**config.mk**
```make
export PLATFORM = sky130hd
export DESIGN_NAME = zeroheti_apb_timer
export DESIGN_NICKNAME = d
export VERILOG_FILES = /design/src/rtl/zeroheti_apb_timer.sv
export SDC_FILE = /design/constraint.sdc
export NUM_CORES = 1
export LEC_CHECK = 0
export CORE_MARGIN = 2
export CORE_UTILIZATION = 45
export DETAILED_ROUTE_END_ITERATION = 10
export HOLD_SLACK_MARGIN = 0.15
export MAX_ROUTING_LAYER = met4
export PLACE_DENSITY_LB_ADDON = 0.3
export SYNTH_ARGS = -nofsm -noshare
export SYNTH_HDL_FRONTEND = slang
export SYNTH_SLANG_ARGS = --single-unit
```
**constraint.sdc**
```tcl
create_clock -name clk_i -period 4.1 [get_ports clk_i]
set_input_delay 0.82 -clock clk_i [delete_from_list [all_inputs] [get_ports clk_i]]
set_output_delay 0.82 -clock clk_i [all_outputs]
set_load 0.01 [all_outputs]
```
**src/rtl/zeroheti_apb_timer.sv**
```systemverilog
// APB completer for a 64-bit machine timer with prescaler, compare and level interrupt.
// Access phase runs through IDLE/WAIT/RESP; register writes commit in the RESP cycle.
//
// state | meaning
// IDLE  | no access in progress; waiting for psel_i & penable_i
// WAIT  | access phase, pready_o=0 while wait states count down
// RESP  | pready_o=1 for one cycle; write commits, read data presented
module zeroheti_apb_timer #(
  parameter int unsigned CntWidth      = 64,
  parameter int unsigned PrescWidth    = 16,
  parameter int unsigned NumWaitStates = 1
) (
  input  logic        clk_i,
  input  logic        rst_ni,
  input  logic        psel_i,
  input  logic        penable_i,
  input  logic        pwrite_i,
  input  logic [31:0] paddr_i,
  input  logic [31:0] pwdata_i,
  input  logic [3:0]  pstrb_i,
  input  logic [2:0]  pprot_i,
  output logic [31:0] prdata_o,
  output logic        pready_o,
  output logic        pslverr_o,
  output logic        irq_o
);

  localparam int unsigned HiW = CntWidth - 32;
  localparam logic [1:0] WaitLoad = (NumWaitStates > 0) ? 2'(NumWaitStates - 1) : 2'd0;

  typedef enum logic [1:0] {IDLE, WAIT, RESP} state_e;

  function automatic logic [31:0] merge_bytes(input logic [31:0] old_val,
                                              input logic [31:0] wdata,
                                              input logic [3:0]  strb);
    merge_bytes = old_val;
    for (int i = 0; i < 4; i++) begin
      if (strb[i]) merge_bytes[8*i +: 8] = wdata[8*i +: 8];
    end
  endfunction

  state_e                state_q, state_d;
  logic [1:0]            wcnt_q, wcnt_d;
  logic [31:0]           prdata_q, prdata_d;
  logic                  pslverr_q, pslverr_d;
  logic                  en_q, en_d, irq_en_q, irq_en_d;
  logic [PrescWidth-1:0] presc_q, presc_d, pc_q, pc_d;
  logic [CntWidth-1:0]   mtime_q, mtime_d, cmp_q, cmp_d;
  logic [HiW-1:0]        shadow_q, shadow_d;
  logic                  pending_q, pending_d, irq_q, irq_d;

  logic [2:0]  addr;
  logic        rd_sample, wr_commit, w1c, tick, hit;
  logic [31:0] rdata, presc_ext, mtime_hi_ext, cmp_hi_ext, shadow_ext;
  logic [31:0] wr_presc, wr_mtime_hi, wr_cmp_hi;
  logic        unused_ok;

  assign addr      = paddr_i[4:2];
  assign wr_commit = (state_q == RESP) & psel_i & pwrite_i;
  assign tick      = en_q & (pc_q == presc_q);
  assign hit       = en_q & (mtime_q >= cmp_q);
  assign unused_ok = ^{pprot_i, paddr_i[31:5], paddr_i[1:0], wr_presc, wr_mtime_hi, wr_cmp_hi};

  always_comb begin
    presc_ext    = '0;
    mtime_hi_ext = '0;
    cmp_hi_ext   = '0;
    shadow_ext   = '0;
    presc_ext[PrescWidth-1:0] = presc_q;
    mtime_hi_ext[HiW-1:0]     = mtime_q[CntWidth-1:32];
    cmp_hi_ext[HiW-1:0]       = cmp_q[CntWidth-1:32];
    shadow_ext[HiW-1:0]       = shadow_q;
  end

  assign wr_presc    = merge_bytes(presc_ext, pwdata_i, pstrb_i);
  assign wr_mtime_hi = merge_bytes(mtime_hi_ext, pwdata_i, pstrb_i);
  assign wr_cmp_hi   = merge_bytes(cmp_hi_ext, pwdata_i, pstrb_i);

  always_comb begin
    rdata = '0;
    case (addr)
      3'd0: rdata[1:0] = {irq_en_q, en_q};
      3'd1: rdata = presc_ext;
      3'd2: rdata = mtime_q[31:0];
      3'd3: rdata = shadow_ext;
      3'd4: rdata = cmp_q[31:0];
      3'd5: rdata = cmp_hi_ext;
      3'd6: rdata[0] = pending_q;
      default: rdata = '0;
    endcase
  end

  // A dropped psel_i during WAIT abandons the transfer without a response.
  always_comb begin
    state_d   = state_q;
    wcnt_d    = wcnt_q;
    rd_sample = 1'b0;
    case (state_q)
      IDLE: begin
        if (psel_i & penable_i) begin
          if (NumWaitStates == 0) begin
            state_d   = RESP;
            rd_sample = 1'b1;
          end else begin
            state_d = WAIT;
            wcnt_d  = WaitLoad;
          end
        end
      end
      WAIT: begin
        if (!psel_i) begin
          state_d = IDLE;
        end else if (wcnt_q == 2'd0) begin
          state_d   = RESP;
          rd_sample = 1'b1;
        end else begin
          wcnt_d = wcnt_q - 2'd1;
        end
      end
      RESP:    state_d = IDLE;
      default: state_d = IDLE;
    endcase
  end

  always_comb begin
    prdata_d  = (rd_sample & ~pwrite_i & (addr != 3'd7)) ? rdata : '0;
    pslverr_d = rd_sample & (addr == 3'd7);
    shadow_d  = shadow_q;
    if (rd_sample & ~pwrite_i & (addr == 3'd2)) shadow_d = mtime_q[CntWidth-1:32];

    en_d     = en_q;
    irq_en_d = irq_en_q;
    presc_d  = presc_q;
    cmp_d    = cmp_q;
    w1c      = 1'b0;
    pc_d     = pc_q;
    mtime_d  = mtime_q;
    if (en_q) pc_d = tick ? '0 : pc_q + 1'b1;
    if (tick) mtime_d = mtime_q + 1'b1;

    // Software writes to the counter take priority over the tick increment.
    if (wr_commit) begin
      case (addr)
        3'd0: if (pstrb_i[0]) begin
          en_d     = pwdata_i[0];
          irq_en_d = pwdata_i[1];
        end
        3'd1: begin
          presc_d = wr_presc[PrescWidth-1:0];
          pc_d    = '0;
        end
        3'd2: begin
          mtime_d        = mtime_q;
          mtime_d[31:0]  = merge_bytes(mtime_q[31:0], pwdata_i, pstrb_i);
        end
        3'd3: begin
          mtime_d                 = mtime_q;
          mtime_d[CntWidth-1:32]  = wr_mtime_hi[HiW-1:0];
        end
        3'd4: cmp_d[31:0]          = merge_bytes(cmp_q[31:0], pwdata_i, pstrb_i);
        3'd5: cmp_d[CntWidth-1:32] = wr_cmp_hi[HiW-1:0];
        3'd6: w1c = pstrb_i[0] & pwdata_i[0];
        default: ;
      endcase
    end

    pending_d = hit | (pending_q & ~w1c);
    irq_d     = pending_q & irq_en_q;
  end

  always_ff @(posedge clk_i or negedge rst_ni) begin
    if (!rst_ni) begin
      state_q   <= IDLE;
      wcnt_q    <= '0;
      prdata_q  <= '0;
      pslverr_q <= 1'b0;
      en_q      <= 1'b0;
      irq_en_q  <= 1'b0;
      presc_q   <= '0;
      pc_q      <= '0;
      mtime_q   <= '0;
      cmp_q     <= '1;
      shadow_q  <= '0;
      pending_q <= 1'b0;
      irq_q     <= 1'b0;
    end else begin
      state_q   <= state_d;
      wcnt_q    <= wcnt_d;
      prdata_q  <= prdata_d;
      pslverr_q <= pslverr_d;
      en_q      <= en_d;
      irq_en_q  <= irq_en_d;
      presc_q   <= presc_d;
      pc_q      <= pc_d;
      mtime_q   <= mtime_d;
      cmp_q     <= cmp_d;
      shadow_q  <= shadow_d;
      pending_q <= pending_d;
      irq_q     <= irq_d;
    end
  end

  assign pready_o  = (state_q == RESP);
  assign prdata_o  = prdata_q;
  assign pslverr_o = pslverr_q;
  assign irq_o     = irq_q;

endmodule

```
==> out/metrics.cfg <==
[grt]
grt_antenna_before_repair = 0
global_route.usage.met3 = 0.0329
met1_usage = 0.378
grt_first_pass_wirelength_mm = 63.1
grt_pass1_vias = 10900
busiest_layer = met2
grt_use_met2 = 0.408
grt_max_degree = 89
grt_overflow = 0
grt_usage = 0.268

[drt]
vias = 11300
drt-total-wl_mm = 40.7
drc = 0
drtIter0Drc = 1081
ant_nets = 0
wl_per_cell_um = 22.1
via_per_inst = 6.16
drtPass1Iterations = 6

[die]
rows = 62
dieArea_um2 = 31000
ioPinCount = 111
die_y_um = 176
start_util = 0.460
die_w_um = 176
fp.coreArea_um2 = 28900

[timing]
min_period_ns = 3.24
slew_headroom = 0.473
rsz0062_at_grt = no
period_share = 0.790
tightestPinTransition_ns = 0.782
timing.fmax_mhz = 309
hold_viol = 0
finClkSkew_ns = 0.0166
setup_viol = 0
tns_ns = 0
maxSlewViolCount = 0

[critical_path]
r2r_start = presc_q[1]
reg2regPathDepth = 7
r2r_slack_ns = 0.86
critical_path_class = reg2reg
crit_slowest_cell = nor4_1
cpPeakStageDelay_ns = 0.69
r2r-end = mtime_q[26]
cp.required_ns = 4.59
path_max_fanout = 12
cp.arrival_ns = 3.73
critPathLaunchType = flip-flop
crit_chain = xor2_1 > nor4_1 > nand2_1 > or2_1 > or4_1 > nand3b_1 > and3_1
end_kind = flip-flop

[run]
timing.max_cap.violations = 0

[placement]
gp_congestion = 0.928
dp.final_hpwl_mm = 29.1
placed_cells = 1791
portBuffers = 78

[power]
pwr-share-seq = 0.459
intPower_mw = 4.22
power_leakage_nw = 6.36
peakVddDrop_v = 0.000311
combPwrFrac = 0.128
switchingPower_mw = 1.60
switching_share = 0.275
power-per-cell-area_nw_per_um2 = 375
p_clk_frac = 0.412

[synth]
synth_fp_nets = 1497
synth-main-ff-cell = dfrtp_1
synth_edf_count = 0
netlist_instances = 1354
async_flop_share = 1.00
yosysSeqAreaShare = 0.444
syn_area_um2 = 13300
ys_warn_count = 0
yosysUniqueCellTypes = 65
ys_ff_latch = 233
syn_avg_cell_area_um2 = 9.84

[final_layout]
syn2layout_area_growth_pct = 16.6
antennaDiodeCount = 0
fin_util = 0.537
final_cells = 1840
final_nets = 1579
drive_gt1_frac = 0.185
layout.cells.most_common_list = dfrtp_1 (169), mux2_2 (114), nor2_1 (99)
final_common_cell = dfrtp_1

[hold_path]
hold_path_class = in2async

[run_status]
status = complete, no violations

[clocking]
clockBufferDepth = 3
cts_tree = done
cts_hold_buf = 0
htree_levels = 1
cts.sinks = 233
path_clk_slew_ns = 0.06
post_cts_buffers = 0
clk-insertion-delay-late_ns = 0.55
cts_resized = 0
cts_made_buffers = 27
cts-root-buf = clkbuf_16

worst max-delay path, delay by kind of cell (launching register included):
kind	cells	cell delay, ns
flops	1	0.46
xor+xnor	1	0.21
simple gates	6	2.53
power groups by stage:
stage	clock [mW]	sequential, mW	combinational (mW)
floorplan	0	2.62	0.477
global route	2.52	2.69	0.832
finish	2.40	2.67	0.747
detailed placement	0	2.70	0.738
CTS	2.44	2.66	0.741
global placement	0	2.70	0.717
how the worst max path moves through the flow:
stage,startpoint,end,cells past startpoint,slack [ns]
after floorplan,paddr_i[2],mtime_q[15],8,1.33
after global placement,paddr_i[3],mtime_q[30],8,0.69
after detailed placement,paddr_i[3],mtime_q[30],8,0.65
after CTS,presc_q[1],mtime_q[26],7,0.89
after global routing,pc_q[14],mtime_q[33],8,0.82
final,presc_q[1],mtime_q[26],7,0.86
layer usage:
| layer | part of all wire | routed length (µm) |
|---|---|---|
| met1 | 0.45 | 18400 |
| met2 | 0.45 | 18200 |
| met3 | 0.074 | 3010 |
| met4 | 0.028 | 1160 |
| met5 | 0 | 0 |
flip-flops by register name, indices dropped and copies added (netlist names):
| register | flops |
|---|---|
| cmp_q | 64 |
| en_q | 1 |
| irq_en_q | 1 |
| irq_o | 1 |
| mtime_q | 64 |
| pc_q | 16 |
| pending_q | 1 |
| prdata_o | 32 |
| presc_q | 16 |
| pslverr_o | 1 |
| shadow_ext | 32 |
| state_q | 2 |
| wcnt_q | 2 |
synth_stat cells (6+ instances only):
| cell | instances | share of area |
|---|---|---|
| and4_1 | 7 | 0.0046 |
| clkbuf_1 | 50 | 0.014 |
| nand2b_1 | 10 | 0.0047 |
| and3_1 | 23 | 0.011 |
| a21o_1 | 11 | 0.0062 |
| a31oi_1 | 9 | 0.0042 |
| a22oi_1 | 41 | 0.023 |
| o22ai_1 | 17 | 0.0080 |
| nand3_1 | 72 | 0.027 |
| nor3_1 | 28 | 0.011 |
| nor2_1 | 101 | 0.028 |
| o31ai_1 | 6 | 0.0034 |
| and2_1 | 13 | 0.0061 |
| a211oi_1 | 11 | 0.0062 |
| o211ai_1 | 6 | 0.0034 |
| mux2i_1 | 20 | 0.015 |
| xor2_1 | 26 | 0.017 |
| a221oi_1 | 15 | 0.0099 |
| inv_1 | 81 | 0.023 |
| a21oi_1 | 72 | 0.027 |
| a22o_1 | 7 | 0.0046 |
| mux2_2 | 114 | 0.096 |
| o311ai_0 | 12 | 0.0079 |
| nand2_1 | 98 | 0.028 |
| dfstp_2 | 64 | 0.13 |
| ha_1 | 67 | 0.063 |
| xnor2_1 | 14 | 0.0092 |
| nor4_1 | 8 | 0.0038 |
| o21ai_0 | 65 | 0.024 |
| nor2b_1 | 7 | 0.0033 |
| nand4_1 | 38 | 0.018 |
| dfrtp_1 | 169 | 0.32 |
logic make-up (layout without fill, tap and decap cells):
group,after synthesis,count (layout),share of synthesized area
AOI/OAI and AO/OA,298,298,0.145
xor gates and xnor gates,41,41,0.0275
adders and majority gates,67,67,0.0629
buffers and inverters,142,244,0.0411
DFF,233,233,0.444
muxes,135,135,0.113
and+or+nand+nor,438,438,0.167
stage by stage:
step | instance area [µm²] | worst slack, ns | total power [mW] | hold WS [ns]
final | 15500 | 0.861 | 5.82 | 0.293
after global routing | 15500 | 0.819 | 6.05 | 0.356
after CTS | 15500 | 0.892 | 5.84 | 0.321
after detailed placement | 14700 | 0.646 | 3.44 | 0.496
after global placement | 14700 | 0.690 | 3.41 | 0.486
after floorplan | 13300 | 1.33 | 3.10 | 0.466
area by class of cell:
class / instances / area (µm²)
fillers: 2613 / 13400
clock buffers: 44 / 790
inverters: 81 / 304
well taps: 384 / 480
clock inverters: 5 / 78.8
repair buffers: 114 / 1080
flip-flops and latches: 233 / 5910
multi-input cells: 979 / 6880
No activity file was read; power rests on OpenSTA's default activity.
